===== src/rtl/uart_rx_fifo.sv =====
// uart_rx_fifo: UART receiver with a first-word-fall-through receive FIFO.
// Decodes frames of DATA_BITS data bits (LSB first), optional parity and
// STOP_BITS stop bits at a runtime bit period, flags framing/parity errors
// and FIFO overrun, and buffers good words.
// Ports:
//   clk, resetn      system clock, asynchronous active-low reset
//   cfg_div          clk cycles per bit (values below 4 behave as 4)
//   rx               serial input, idle high, asynchronous to clk
//   rd_en            pop the FIFO head
//   rd_data          FIFO head word (valid while rd_valid)
//   rd_valid         FIFO not empty
//   level            FIFO occupancy 0..FIFO_DEPTH
//   frame_err        sticky: a stop bit was sampled low
//   parity_err       sticky: parity mismatch
//   overrun          sticky: a good word arrived while the FIFO was full
//   err_clr          clears all sticky flags (wins over a same-cycle event)
module uart_rx_fifo #(
  parameter int DATA_BITS  = 8,
  parameter int PARITY     = 0,
  parameter int STOP_BITS  = 1,
  parameter int FIFO_DEPTH = 8,
  parameter int DIV_W      = 16
) (
  input  logic                          clk,
  input  logic                          resetn,
  input  logic [DIV_W-1:0]              cfg_div,
  input  logic                          rx,
  input  logic                          rd_en,
  output logic [DATA_BITS-1:0]          rd_data,
  output logic                          rd_valid,
  output logic [$clog2(FIFO_DEPTH):0]   level,
  output logic                          frame_err,
  output logic                          parity_err,
  output logic                          overrun,
  input  logic                          err_clr
);

  localparam int PW = $clog2(FIFO_DEPTH);
  localparam int LW = PW + 1;
  localparam int BW = (DATA_BITS > 1) ? $clog2(DATA_BITS) : 1;

  typedef enum logic [2:0] {
    S_IDLE    = 3'd0,
    S_START   = 3'd1,
    S_DATA    = 3'd2,
    S_PARITY  = 3'd3,
    S_STOP    = 3'd4,
    S_WAIT_HI = 3'd5
  } state_t;

  // Expected parity bit for a data word (even: XOR of data, odd: its inverse).
  function automatic logic parity_bit(input logic [DATA_BITS-1:0] d);
    if (PARITY == 2) begin
      parity_bit = ^d;
    end else begin
      parity_bit = ~^d;
    end
  endfunction

  state_t                 state_q, state_d;
  logic [1:0]             sync_q, sync_d;
  logic [DIV_W-1:0]       cnt_q, cnt_d;
  logic [DIV_W-1:0]       div_q, div_d;
  logic [BW-1:0]          bit_cnt_q, bit_cnt_d;
  logic                   stop_cnt_q, stop_cnt_d;
  logic [DATA_BITS-1:0]   data_q, data_d;
  logic                   bad_q, bad_d;

  logic [DATA_BITS-1:0]   mem_q [FIFO_DEPTH];
  logic [DATA_BITS-1:0]   mem_d [FIFO_DEPTH];
  logic [PW-1:0]          wptr_q, wptr_d, rptr_q, rptr_d;
  logic [LW-1:0]          level_q, level_d;
  logic                   rd_valid_q, rd_valid_d;
  logic                   frame_err_q, frame_err_d;
  logic                   parity_err_q, parity_err_d;
  logic                   overrun_q, overrun_d;

  logic                   rxs_s;
  logic [DIV_W-1:0]       div_eff_s;
  logic                   expire_s, last_bit_s, last_stop_s;
  logic                   push_req_s, perr_ev_s, ferr_ev_s, ovr_ev_s;
  logic                   full_s, push_s, pop_s;

  assign rxs_s       = sync_q[1];
  assign div_eff_s   = (cfg_div < DIV_W'(3'd4)) ? DIV_W'(3'd4) : cfg_div;
  assign expire_s    = (cnt_q == DIV_W'(1'b1));
  assign last_bit_s  = (bit_cnt_q == BW'(DATA_BITS - 1));
  assign last_stop_s = (stop_cnt_q == 1'(STOP_BITS - 1));

  // Two-flop synchroniser input shift.
  always_comb begin
    sync_d = {sync_q[0], rx};
  end

  // FSM state register.
  always_ff @(posedge clk or negedge resetn) begin
    if (!resetn) begin
      state_q <= S_IDLE;
    end else begin
      state_q <= state_d;
    end
  end

  // FSM next-state logic.
  always_comb begin
    state_d = state_q;
    case (state_q)
      S_IDLE: begin
        if (!rxs_s) state_d = S_START;
        else        state_d = S_IDLE;
      end
      S_START: begin
        // A line that is high again at mid start bit was only a glitch.
        if (expire_s) state_d = rxs_s ? S_IDLE : S_DATA;
        else          state_d = S_START;
      end
      S_DATA: begin
        if (expire_s && last_bit_s) state_d = (PARITY != 0) ? S_PARITY : S_STOP;
        else                        state_d = S_DATA;
      end
      S_PARITY: begin
        if (expire_s) state_d = S_STOP;
        else          state_d = S_PARITY;
      end
      S_STOP: begin
        // Returning to IDLE at mid stop bit lets back-to-back frames through;
        // a low last stop bit waits for the line to recover first.
        if (expire_s && last_stop_s) state_d = rxs_s ? S_IDLE : S_WAIT_HI;
        else                         state_d = S_STOP;
      end
      S_WAIT_HI: begin
        if (rxs_s) state_d = S_IDLE;
        else       state_d = S_WAIT_HI;
      end
      default: state_d = S_IDLE;
    endcase
  end

  // FSM output logic: bit counter, shifter, error events and push request.
  always_comb begin
    cnt_d      = cnt_q;
    div_d      = div_q;
    bit_cnt_d  = bit_cnt_q;
    stop_cnt_d = stop_cnt_q;
    data_d     = data_q;
    bad_d      = bad_q;
    push_req_s = 1'b0;
    perr_ev_s  = 1'b0;
    ferr_ev_s  = 1'b0;
    case (state_q)
      S_IDLE: begin
        if (!rxs_s) begin
          // Bit period is frozen for the whole frame.
          div_d      = div_eff_s;
          cnt_d      = div_eff_s >> 1;
          bit_cnt_d  = '0;
          stop_cnt_d = 1'b0;
          bad_d      = 1'b0;
        end else begin
          cnt_d = cnt_q;
        end
      end
      S_START: begin
        if (expire_s) cnt_d = div_q;
        else          cnt_d = cnt_q - DIV_W'(1'b1);
      end
      S_DATA: begin
        if (expire_s) begin
          cnt_d     = div_q;
          data_d    = {rxs_s, data_q[DATA_BITS-1:1]};
          bit_cnt_d = bit_cnt_q + BW'(1'b1);
        end else begin
          cnt_d = cnt_q - DIV_W'(1'b1);
        end
      end
      S_PARITY: begin
        if (expire_s) begin
          cnt_d = div_q;
          if (rxs_s != parity_bit(data_q)) begin
            bad_d     = 1'b1;
            perr_ev_s = 1'b1;
          end else begin
            bad_d = bad_q;
          end
        end else begin
          cnt_d = cnt_q - DIV_W'(1'b1);
        end
      end
      S_STOP: begin
        if (expire_s) begin
          cnt_d      = div_q;
          stop_cnt_d = stop_cnt_q + 1'b1;
          if (!rxs_s) begin
            bad_d     = 1'b1;
            ferr_ev_s = 1'b1;
          end else begin
            bad_d = bad_q;
          end
          if (last_stop_s) push_req_s = !bad_q && rxs_s;
          else             push_req_s = 1'b0;
        end else begin
          cnt_d = cnt_q - DIV_W'(1'b1);
        end
      end
      S_WAIT_HI: begin
        cnt_d = cnt_q;
      end
      default: begin
        cnt_d = cnt_q;
      end
    endcase
  end

  // Synchroniser and receive datapath registers.
  always_ff @(posedge clk or negedge resetn) begin
    if (!resetn) begin
      sync_q     <= 2'b11;
      cnt_q      <= '0;
      div_q      <= '0;
      bit_cnt_q  <= '0;
      stop_cnt_q <= 1'b0;
      data_q     <= '0;
      bad_q      <= 1'b0;
    end else begin
      sync_q     <= sync_d;
      cnt_q      <= cnt_d;
      div_q      <= div_d;
      bit_cnt_q  <= bit_cnt_d;
      stop_cnt_q <= stop_cnt_d;
      data_q     <= data_d;
      bad_q      <= bad_d;
    end
  end

  // FIFO control, storage update and sticky flags.
  always_comb begin
    full_s   = (level_q == LW'(FIFO_DEPTH));
    pop_s    = rd_en && (level_q != '0);
    // When full, a same-cycle pop frees the slot being written.
    push_s   = push_req_s && (!full_s || pop_s);
    ovr_ev_s = push_req_s && full_s && !pop_s;
    mem_d    = mem_q;
    if (push_s) mem_d[wptr_q] = data_q;
    else        mem_d[wptr_q] = mem_q[wptr_q];
    wptr_d = push_s ? (wptr_q + PW'(1'b1)) : wptr_q;
    rptr_d = pop_s  ? (rptr_q + PW'(1'b1)) : rptr_q;
    case ({push_s, pop_s})
      2'b10:   level_d = level_q + LW'(1'b1);
      2'b01:   level_d = level_q - LW'(1'b1);
      default: level_d = level_q;
    endcase
    rd_valid_d   = (level_d != '0);
    frame_err_d  = err_clr ? 1'b0 : (frame_err_q  | ferr_ev_s);
    parity_err_d = err_clr ? 1'b0 : (parity_err_q | perr_ev_s);
    overrun_d    = err_clr ? 1'b0 : (overrun_q    | ovr_ev_s);
  end

  // FIFO and flag registers.
  always_ff @(posedge clk or negedge resetn) begin
    if (!resetn) begin
      for (int i = 0; i < FIFO_DEPTH; i++) mem_q[i] <= '0;
      wptr_q       <= '0;
      rptr_q       <= '0;
      level_q      <= '0;
      rd_valid_q   <= 1'b0;
      frame_err_q  <= 1'b0;
      parity_err_q <= 1'b0;
      overrun_q    <= 1'b0;
    end else begin
      mem_q        <= mem_d;
      wptr_q       <= wptr_d;
      rptr_q       <= rptr_d;
      level_q      <= level_d;
      rd_valid_q   <= rd_valid_d;
      frame_err_q  <= frame_err_d;
      parity_err_q <= parity_err_d;
      overrun_q    <= overrun_d;
    end
  end

  assign rd_data    = mem_q[rptr_q];
  assign rd_valid   = rd_valid_q;
  assign level      = level_q;
  assign frame_err  = frame_err_q;
  assign parity_err = parity_err_q;
  assign overrun    = overrun_q;

endmodule


===== config.mk =====
export PLATFORM = sky130hd
export DESIGN_NAME = uart_rx_fifo
export DESIGN_NICKNAME = d
export VERILOG_FILES = /design/src/rtl/uart_rx_fifo.sv
export SDC_FILE = /design/constraint.sdc
export NUM_CORES = 1
export LEC_CHECK = 0
export CORE_MARGIN = 5
export CORE_UTILIZATION = 45
export CTS_CLUSTER_DIAMETER = 120
export DETAILED_ROUTE_END_ITERATION = 10
export GPL_TIMING_DRIVEN = 0
export PLACE_DENSITY = 0.69
export RECOVER_POWER = 100
export SETUP_SLACK_MARGIN = 0.05
export SKIP_CTS_REPAIR_TIMING = 1
export SYNTH_ARGS = -nofsm -noshare
export SYNTH_HDL_FRONTEND = slang
export SYNTH_SLANG_ARGS = --single-unit

===== constraint.sdc =====
create_clock -name clk -period 6.35 [get_ports clk]
set_input_delay 1.27 -clock clk [delete_from_list [all_inputs] [get_ports clk]]
set_output_delay 1.27 -clock clk [all_outputs]
set_load 0.02 [all_outputs]

==> flow_summary.html, run 1 <==
<table>
<tr><th>Metric</th><th>Value</th></tr>
<tr><th colspan="2">CTS</th></tr>
<tr><td>Total clock buffers created by CTS</td><td>17</td></tr>
<tr><td>Worst-Skew Late Latency</td><td>0.43 ns</td></tr>
<tr><td>Clock sink count</td><td>128</td></tr>
<tr><td>Clock transition at the register clock pins on the worst setup and hold paths after CTS</td><td>0.06 ns</td></tr>
<tr><td>Root buffer cell</td><td>sky130_fd_sc_hd__clkbuf_16</td></tr>
<tr><td>Maximum clock path buffer count</td><td>2</td></tr>
<tr><td>Clock tree from TritonCTS</td><td>yes</td></tr>
<tr><td>H-tree levels</td><td>4</td></tr>
<tr><th colspan="2">Timing</th></tr>
<tr><td>Final critical path time including I/O delays and setup</td><td>5.02 ns</td></tr>
<tr><td>Fmax</td><td>199 MHz</td></tr>
<tr><td>Worst clock skew</td><td>0.00848 ns</td></tr>
<tr><td>Final-report setup violation count</td><td>0</td></tr>
<tr><td>Final sum of negative setup slack</td><td>0 ns</td></tr>
<tr><td>Final Hold Fails</td><td>0</td></tr>
<tr><td>RSZ-0062 raised after global routing</td><td>false</td></tr>
<tr><td>Max-slew violation total from the final report</td><td>131</td></tr>
<tr><td>Slew at the pin with the worst max-slew slack</td><td>2.78 ns</td></tr>
<tr><td>Remaining max-slew budget at the tightest pin</td><td>-0.855</td></tr>
<tr><td>Final worst path period share</td><td>0.790</td></tr>
<tr><th colspan="2">Power and ir drop</th></tr>
<tr><td>Pwr dens</td><td>303 nW/um^2</td></tr>
<tr><td>Peak supply drop</td><td>0.248 mV</td></tr>
<tr><td>Static leakage power</td><td>3.35 nW</td></tr>
<tr><th colspan="2">Synth</th></tr>
<tr><td>Largest cells by area after synthesis</td><td>sky130_fd_sc_hd__dfrtp_1 47%, sky130_fd_sc_hd__nand2_1 7.2%, sky130_fd_sc_hd__o21ai_0 6.5%</td></tr>
<tr><td>Most used DFF post-synth</td><td>sky130_fd_sc_hd__dfrtp_1</td></tr>
<tr><td>Number of flops mapped to enable cells by yosys</td><td>0</td></tr>
<tr><td>Sequential share of the synthesized area</td><td>0.478</td></tr>
<tr><td>Top cell types by occurrence after synthesis</td><td>129 x sky130_fd_sc_hd__nand2_1, 126 x sky130_fd_sc_hd__dfrtp_1, 87 x sky130_fd_sc_hd__o21ai_0</td></tr>
<tr><td>Total of warnings raised by yosys</td><td>0</td></tr>
<tr><td>Net count of the mapped netlist</td><td>691</td></tr>
<tr><td>Synthesis-stage register bit count</td><td>128</td></tr>
<tr><td>Post-Synthesis Mean Instance Area</td><td>10.2 um^2</td></tr>
<tr><td>Share of the synthesized area in the top cell type</td><td>0.470</td></tr>
<tr><td>Leading cell type by number of instances after synthesis</td><td>sky130_fd_sc_hd__nand2_1</td></tr>
<tr><td>Dominant cell type by area after synthesis</td><td>sky130_fd_sc_hd__dfrtp_1</td></tr>
<tr><td>Syn Inst Count</td><td>661</td></tr>
<tr><td>Proportion of synthesized flip-flops having asynchronous set or reset</td><td>1.00</td></tr>
<tr><td>Mapped cell area</td><td>6710 um^2</td></tr>
<tr><td>Count of cell types in the netlist</td><td>55</td></tr>
<tr><th colspan="2">Die</th></tr>
<tr><td>Placement row count</td><td>44</td></tr>
<tr><td>Overall die height</td><td>132 um</td></tr>
<tr><td>Effective utilization at floorplan</td><td>0.460</td></tr>
<tr><td>Number of primary I/O pins</td><td>37</td></tr>
<tr><td>Area of the placeable core</td><td>14600 um^2</td></tr>
<tr><td>Total die area</td><td>17500 um^2</td></tr>
<tr><td>Die width</td><td>132 um</td></tr>
<tr><th colspan="2">Cells and area</th></tr>
<tr><td>Area of all placed cells without fillers</td><td>7780 um^2</td></tr>
<tr><td>Number of inserted filler cells in the final layout</td><td>1281</td></tr>
<tr><td>Utilization after layout</td><td>0.533</td></tr>
<tr><td>Syn-to-layout area delta</td><td>15.9%</td></tr>
<tr><td>Multi-input gate area</td><td>3210 um^2</td></tr>
<tr><td>Storage cell area</td><td>3210 um^2</td></tr>
<tr><td>Nets</td><td>747</td></tr>
<tr><td>Fraction of final layout cells sized beyond drive strength 1</td><td>0.114</td></tr>
<tr><th colspan="2">Placed design</th></tr>
<tr><td>Detailed Place HPWL</td><td>12.6 mm</td></tr>
<tr><td># port buffers</td><td>36</td></tr>
<tr><td>Area after detailed placement</td><td>7330 um^2</td></tr>
<tr><td>Routability-driven placement congestion ratio</td><td>0.934</td></tr>
<tr><th colspan="2">Status</th></tr>
<tr><td>Violated checks</td><td>capacitance limit, slew limit</td></tr>
<tr><td>Run status</td><td>finished, violations left</td></tr>
<tr><th colspan="2">Drt</th></tr>
<tr><td>Vias</td><td>5523</td></tr>
<tr><td>DRC marker count from the first detailed-route iteration</td><td>604</td></tr>
<tr><td>Vias per cell</td><td>6.04</td></tr>
<tr><td>Drt drc</td><td>0</td></tr>
<tr><td>Pre-Repair DR Iteration Count</td><td>5</td></tr>
<tr><td>Remaining antenna violation count</td><td>0</td></tr>
<tr><td>Avg WL per Cell</td><td>20.2 um</td></tr>
<tr><td>Final WL</td><td>18.4 mm</td></tr>
<tr><th colspan="2">GRT</th></tr>
<tr><td>Initial antenna violation count</td><td>0</td></tr>
<tr><td>Remaining global-route overflow</td><td>0</td></tr>
<tr><td>All-layer global routing usage</td><td>0.217</td></tr>
<tr><td>Maximum number of pins on one net before global-route repair</td><td>77</td></tr>
<tr><td>Number of global-route vias before repair</td><td>5645</td></tr>
<tr><td>Global-route wire length before repair</td><td>30.3 mm</td></tr>
<tr><th colspan="2">Critical path</th></tr>
<tr><td>Required @ worst endpoint</td><td>5.08 ns</td></tr>
<tr><td>Classification of the worst setup path</td><td>register to output pin</td></tr>
<tr><td>Worst-path maximum fanout</td><td>10</td></tr>
<tr><td>Critical Path Source Type</td><td>register</td></tr>
<tr><td>Crit end category</td><td>output pin</td></tr>
<tr><td>Data arrival at the endpoint of the critical path</td><td>3.75 ns</td></tr>
<tr><th colspan="2">Hold path</th></tr>
<tr><td>Path type of the worst min-delay path</td><td>register to register</td></tr>
<tr><th colspan="2">Flow run</th></tr>
<tr><td>Number of maximum-capacitance violations</td><td>2</td></tr>
</table>
[metal layers]
| layer | vias to the layer above | wire, um | GRT usage |
|---|---|---|---|
| met3 | 43 | 1440 | 0.0553 |
| met5 | - | 0 | 0 |
| li1 | 2503 | - | - |
| met1 | 2735 | 8190 | 0.306 |
| met4 | 0 | 309 | 0.0760 |
| met2 | 242 | 8500 | 0.329 |
[state kept, by name, summed over array words and instances, names as in the netlist]
register,flops
state_q,3
stop_cnt_q,1
div_q,16
frame_err,1
bad_q,1
rptr_q,3
parity_err,1
rd_valid,1
cnt_q,16
data_q,8
mem_q,64
wptr_q,3
sync_q,2
bit_cnt_q,3
overrun,1
level,4
[worst paths after layout]
path / slack [ns] / cells past startpoint / endpoint / startpoint
worst max register to register: 1.58 / 13 / rd_valid / cnt_q[4]
worst max-delay path: 1.33 / 5 / rd_data[6] / rptr_q[0]
worst min register to register: 0.35 / 0 / sync_q[1] / sync_q[0]
worst min-delay path: 0.35 / 0 / sync_q[1] / sync_q[0]
max in group asynchronous: 1.62 / 2 / cnt_q[9] / resetn
min in group asynchronous: 1.73 / 1 / mem_q[0] / resetn
[cells in the final DEF, fill, tap and decap left out, types with 5 or more instances in the layout]
cell type / count
sky130_fd_sc_hd__mux4_2: 18
sky130_fd_sc_hd__a21oi_1: 12
sky130_fd_sc_hd__a31oi_1: 8
sky130_fd_sc_hd__xnor2_1: 13
sky130_fd_sc_hd__xor2_1: 9
sky130_fd_sc_hd__clkdlybuf4s50_1: 16
sky130_fd_sc_hd__nor3_1: 6
sky130_fd_sc_hd__dlygate4sd3_1: 19
sky130_fd_sc_hd__nand2_1: 129
sky130_fd_sc_hd__clkinv_2: 5
sky130_fd_sc_hd__o21ai_0: 88
sky130_fd_sc_hd__o22ai_1: 6
sky130_fd_sc_hd__a22oi_1: 9
sky130_fd_sc_hd__nor4_1: 6
sky130_fd_sc_hd__nand3_1: 13
sky130_fd_sc_hd__mux2i_1: 19
sky130_fd_sc_hd__ha_1: 9
sky130_fd_sc_hd__o211ai_1: 6
sky130_fd_sc_hd__mux2_2: 25
sky130_fd_sc_hd__buf_1: 6
sky130_fd_sc_hd__nor2b_1: 8
sky130_fd_sc_hd__inv_1: 14
sky130_fd_sc_hd__clkbuf_16: 17
sky130_fd_sc_hd__clkbuf_1: 32
sky130_fd_sc_hd__dfrtp_1: 126
sky130_fd_sc_hd__a221oi_1: 14
sky130_fd_sc_hd__nor2_1: 28
[final cells by class]
type | instances | area share
multi-input combinational | 481 | 0.412
sequential | 128 | 0.412
clock buffer | 18 | 0.0552
timing repair buffer | 37 | 0.0462
tap | 184 | 0.0296
buffer | 38 | 0.0195
clock inverter | 14 | 0.0183
inverter | 14 | 0.00675
antenna | 1 | 0.000322
[critical path, cell delays in order (launching register included)]
cell                            delay, ns
sky130_fd_sc_hd__dfrtp_1             0.36
sky130_fd_sc_hd__clkbuf_1            0.57
sky130_fd_sc_hd__clkbuf_1            0.83
sky130_fd_sc_hd__mux4_2              0.61
sky130_fd_sc_hd__mux2_2              0.30
sky130_fd_sc_hd__dlygate4sd3_1       0.65
[power by group]
part	internal, W	switching, W
Combinational	0.000191	0.000246
Clock	0.000575	0.000377
Sequential	0.000887	0.0000814
[logic make-up (layout without fill, tap and decap cells)]
kind of cell | Yosys count | count (layout) | synth area share
other | 0 | 1 | 0
AO/OA/AOI/OAI | 168 | 168 | 0.153
buffers and inverters | 52 | 121 | 0.0306
flip-flops | 128 | 128 | 0.478
adder cells (fa/ha/maj) | 9 | 9 | 0.0168
XOR/XNOR | 23 | 23 | 0.0321
multiplexers | 62 | 62 | 0.142
AND/OR/NAND/NOR | 219 | 219 | 0.149
[through the flow]
| step | instances | worst slack, ns | power [W] | hold slack, ns |
|---|---|---|---|---|
| after CTS | 914 | 1.37 | 0.00238 | 0.355 |
| final | 915 | 1.33 | 0.00236 | 0.353 |
| after global placement | 881 | -0.995 | 0.00141 | 0.346 |
| after floorplan | 661 | 2.66 | 0.00127 | 0.345 |
| after global routing | 914 | 0.631 | 0.00246 | 0.356 |
| after detailed placement | 882 | 1.71 | 0.00143 | 0.351 |
(Power assumes the default switching activity.)
==> run 2, diff against run 1 <==
==> constraint.sdc (replaced) <==
create_clock -name clk -period 4.73 [get_ports clk]
set_input_delay 0.946 -clock clk [delete_from_list [all_inputs] [get_ports clk]]
set_output_delay 0.946 -clock clk [all_outputs]
set_load 0.02 [all_outputs]
==> run 2 against run 1 <==
The flow still finishes with violations (capacitance limit, slew limit). Clock power is 34% higher. Non-clock buffer count unchanged. Sequential cell count is the same. Sequential share of layout area down 0.19 points. Worst hold slack improved by 0.0016 ns. Worst setup slack worse by 0.96 ns. Highest routed layer unchanged. Via count up 0.38%. Largest cell class unchanged. Sequential power is 35% higher. Global-route usage unchanged. Die area unchanged. Core utilization grew 0.25 points.
==> flow_summary.html, run 2 (synthesized netlist as in run 1, its figures left out) <==
<table>
<tr><th>Metric</th><th>Value</th></tr>
<tr><th colspan="2">Power and ir drop</th></tr>
<tr><td>Sw Share</td><td>0.300</td></tr>
<tr><td>Pint</td><td>0.00222 W</td></tr>
<tr><td>Peak supply drop</td><td>0.334 mV</td></tr>
<tr><td>Part of the power in combinational logic</td><td>0.186</td></tr>
<tr><td>Pwr dens</td><td>407 nW/um^2</td></tr>
<tr><td>Static leakage power</td><td>3.36 nW</td></tr>
<tr><td>Part of the total power dissipated in the clock network</td><td>0.402</td></tr>
<tr><td>Part of the power in registers</td><td>0.412</td></tr>
<tr><td>Psw</td><td>0.000953 W</td></tr>
<tr><th colspan="2">CTS</th></tr>
<tr><td>Root buffer cell</td><td>sky130_fd_sc_hd__clkbuf_16</td></tr>
<tr><td>Worst-Skew Late Latency</td><td>0.43 ns</td></tr>
<tr><td>Total clock buffers created by CTS</td><td>17</td></tr>
<tr><td>Clock transition at the register clock pins on the worst setup and hold paths after CTS</td><td>0.06 ns</td></tr>
<tr><td>Clock sink count</td><td>128</td></tr>
<tr><td>H-tree levels</td><td>4</td></tr>
<tr><td>Maximum clock path buffer count</td><td>2</td></tr>
<tr><td>Clock tree from TritonCTS</td><td>yes</td></tr>
<tr><th colspan="2">Status</th></tr>
<tr><td>Run status</td><td>finished, violations left</td></tr>
<tr><td>Violated checks</td><td>capacitance limit, slew limit</td></tr>
<tr><th colspan="2">Placed design</th></tr>
<tr><td># port buffers</td><td>36</td></tr>
<tr><td>Detailed Place HPWL</td><td>12.6 mm</td></tr>
<tr><td>Worst Setup Slack post-DPL</td><td>0.419 ns</td></tr>
<tr><td>Placed Cells incl. Taps</td><td>882</td></tr>
<tr><td>Routability-driven placement congestion ratio</td><td>0.934</td></tr>
<tr><th colspan="2">Critical path</th></tr>
<tr><td>Worst flop-to-flop path startpoint</td><td>cnt_q[4]</td></tr>
<tr><td>Data arrival at the endpoint of the critical path</td><td>3.41 ns</td></tr>
<tr><td>Setup slack on the worst flop-to-flop path</td><td>0.63 ns</td></tr>
<tr><td>Endpoint of the worst register-to-register path</td><td>rd_valid</td></tr>
<tr><td>Worst-path maximum fanout</td><td>10</td></tr>
<tr><td>Worst r2r path cells</td><td>13</td></tr>
<tr><td>Classification of the worst setup path</td><td>register to output pin</td></tr>
<tr><td>Critical Path End</td><td>rd_data[6]</td></tr>
<tr><td>Launching instance or port of the critical path</td><td>rptr_q[0]</td></tr>
<tr><td>Critical Path Source Type</td><td>register</td></tr>
<tr><td>Crit end category</td><td>output pin</td></tr>
<tr><td>Required @ worst endpoint</td><td>3.78 ns</td></tr>
<tr><th colspan="2">Cells and area</th></tr>
<tr><td>Syn-to-layout area delta</td><td>16.4%</td></tr>
<tr><td>Max reg flops</td><td>64</td></tr>
<tr><td>Nets</td><td>747</td></tr>
<tr><td>Most common library cell in the layout ignoring fill and taps</td><td>sky130_fd_sc_hd__nand2_1</td></tr>
<tr><td>Number of inserted filler cells in the final layout</td><td>1275</td></tr>
<tr><td>Fraction of final layout cells sized beyond drive strength 1</td><td>0.116</td></tr>
<tr><td>Largest register by flop count</td><td>mem_q</td></tr>
<tr><td>Commonest cells after routing, fill and taps aside</td><td>129 x sky130_fd_sc_hd__nand2_1, 126 x sky130_fd_sc_hd__dfrtp_1, 88 x sky130_fd_sc_hd__o21ai_0, 33 x sky130_fd_sc_hd__clkbuf_1, 28 x sky130_fd_sc_hd__nor2_1</td></tr>
<tr><td>Non-filler instance count after layout</td><td>914</td></tr>
<tr><td>Largest registers</td><td>mem_q (64), cnt_q (16), div_q (16)</td></tr>
<tr><td>Total inserted antenna cells</td><td>0</td></tr>
<tr><th colspan="2">Drt</th></tr>
<tr><td>Vias per cell</td><td>6.07</td></tr>
<tr><td>Pre-Repair DR Iteration Count</td><td>6</td></tr>
<tr><td>Top sig layer</td><td>met4</td></tr>
<tr><td>Wire length on met2</td><td>8.48 mm</td></tr>
<tr><td>Final WL</td><td>18.4 mm</td></tr>
<tr><td>Remaining antenna violation count</td><td>0</td></tr>
<tr><td>DRC marker count from the first detailed-route iteration</td><td>626</td></tr>
<tr><td>M1 WL</td><td>7.99 mm</td></tr>
<tr><td>Avg WL per Cell</td><td>20.2 um</td></tr>
<tr><td>DR WL met3</td><td>1.66 mm</td></tr>
<tr><td>Drt drc</td><td>0</td></tr>
<tr><td>Vias</td><td>5544</td></tr>
<tr><th colspan="2">Timing</th></tr>
<tr><td>Fmax</td><td>229 MHz</td></tr>
<tr><td>Max-slew violation total from the final report</td><td>53</td></tr>
<tr><td>PnR worst setup slack</td><td>0.370 ns</td></tr>
<tr><td>Final sum of negative setup slack</td><td>0 ns</td></tr>
<tr><td>Final critical path time including I/O delays and setup</td><td>4.36 ns</td></tr>
<tr><td>RSZ-0062 raised after global routing</td><td>false</td></tr>
<tr><td>Final-report setup violation count</td><td>0</td></tr>
<tr><td>Slew at the pin with the worst max-slew slack</td><td>2.96 ns</td></tr>
<tr><td>Remaining max-slew budget at the tightest pin</td><td>-0.973</td></tr>
<tr><td>Worst clock skew</td><td>0.00733 ns</td></tr>
<tr><td>Final Hold Fails</td><td>0</td></tr>
<tr><td>Worst hold-check slack</td><td>0.355 ns</td></tr>
<tr><td>Final worst path period share</td><td>0.922</td></tr>
<tr><th colspan="2">Die</th></tr>
<tr><td>Area of the placeable core</td><td>14600 um^2</td></tr>
<tr><td>Number of primary I/O pins</td><td>37</td></tr>
<tr><td>Overall die height</td><td>132 um</td></tr>
<tr><td>Die width</td><td>132 um</td></tr>
<tr><td>Effective utilization at floorplan</td><td>0.460</td></tr>
<tr><td>Placement row count</td><td>44</td></tr>
<tr><td>Total die area</td><td>17500 um^2</td></tr>
<tr><th colspan="2">Hold path</th></tr>
<tr><td>Path type of the worst min-delay path</td><td>register to register</td></tr>
<tr><td>HP Start</td><td>sync_q[0]</td></tr>
<tr><th colspan="2">GRT</th></tr>
<tr><td>Initial antenna violation count</td><td>0</td></tr>
<tr><td>All-layer global routing usage</td><td>0.217</td></tr>
<tr><td>Global-route wire length before repair</td><td>30.3 mm</td></tr>
<tr><td>Number of global-route vias before repair</td><td>5645</td></tr>
<tr><td>Maximum number of pins on one net before global-route repair</td><td>77</td></tr>
<tr><td>Remaining global-route overflow</td><td>0</td></tr>
<tr><th colspan="2">Flow run</th></tr>
<tr><td>Number of maximum-capacitance violations</td><td>1</td></tr>
</table>
## run 2: cell types whose count changed in the layout (fill, tap and decap cells not counted), sizes merged
cell,change
diode,-1
buf,-1
clkbuf,+1
## run 2: worst min-delay path by stage
| stage | end | slack [ns] | cells after the start |
|---|---|---|---|
| finish | sync_q[1] | 0.35 | 0 |
| global route | sync_q[1] | 0.36 | 0 |
| CTS | sync_q[1] | 0.35 | 0 |
| detailed placement | sync_q[1] | 0.35 | 0 |
| global placement | sync_q[1] | 0.35 | 0 |
| floorplan | sync_q[1] | 0.35 | 0 |
## run 2: power by group through the flow
stage | sequential (W) | combinational [W] | clock, W
2_1_floorplan | 0.00132 | 0.000378 | 0
3_3_place_gp | 0.00132 | 0.000581 | 0
3_5_place_dp | 0.00132 | 0.000601 | 0
4_1_cts | 0.00131 | 0.000606 | 0.00129
5_1_grt | 0.00132 | 0.000653 | 0.00134
6_report | 0.00131 | 0.000593 | 0.00128
## run 2: critical path, cell delays in order, from the launching register on
cell                            delay (ns)
sky130_fd_sc_hd__dfrtp_1              0.36
sky130_fd_sc_hd__clkbuf_1             0.58
sky130_fd_sc_hd__clkbuf_2             0.53
sky130_fd_sc_hd__mux4_2               0.57
sky130_fd_sc_hd__mux2_2               0.30
sky130_fd_sc_hd__dlygate4sd3_1        0.65
## run 2: cell type report
cell class / count / area [um^2] / area share
Buffer: 38 / 153 / 0.0195
Clock buffer: 18 / 429 / 0.0549
Clock inverter: 14 / 143 / 0.0182
Inverter: 14 / 52.6 / 0.00672
Multi-Input combinational cell: 481 / 3220 / 0.412
Sequential cell: 128 / 3210 / 0.410
Tap cell: 184 / 230 / 0.0295
Timing Repair Buffer: 37 / 382 / 0.0488
## run 2: stage by stage
step / utilization / total power [W] / area (um^2)
floorplan: - / 0.00170 / 6710
global placement: 0.501 / 0.00190 / 7300
detailed placement: 0.503 / 0.00192 / 7330
CTS: 0.542 / 0.00320 / 7900
global route: 0.536 / 0.00332 / 7820
finish: 0.536 / 0.00318 / 7820
## run 2: routing by layer
layer | GRT usage | vias up
met5 | 0 | -
met4 | 0.0760 | 0
met3 | 0.0553 | 35
met2 | 0.329 | 275
met1 | 0.306 | 2727
li1 | - | 2507
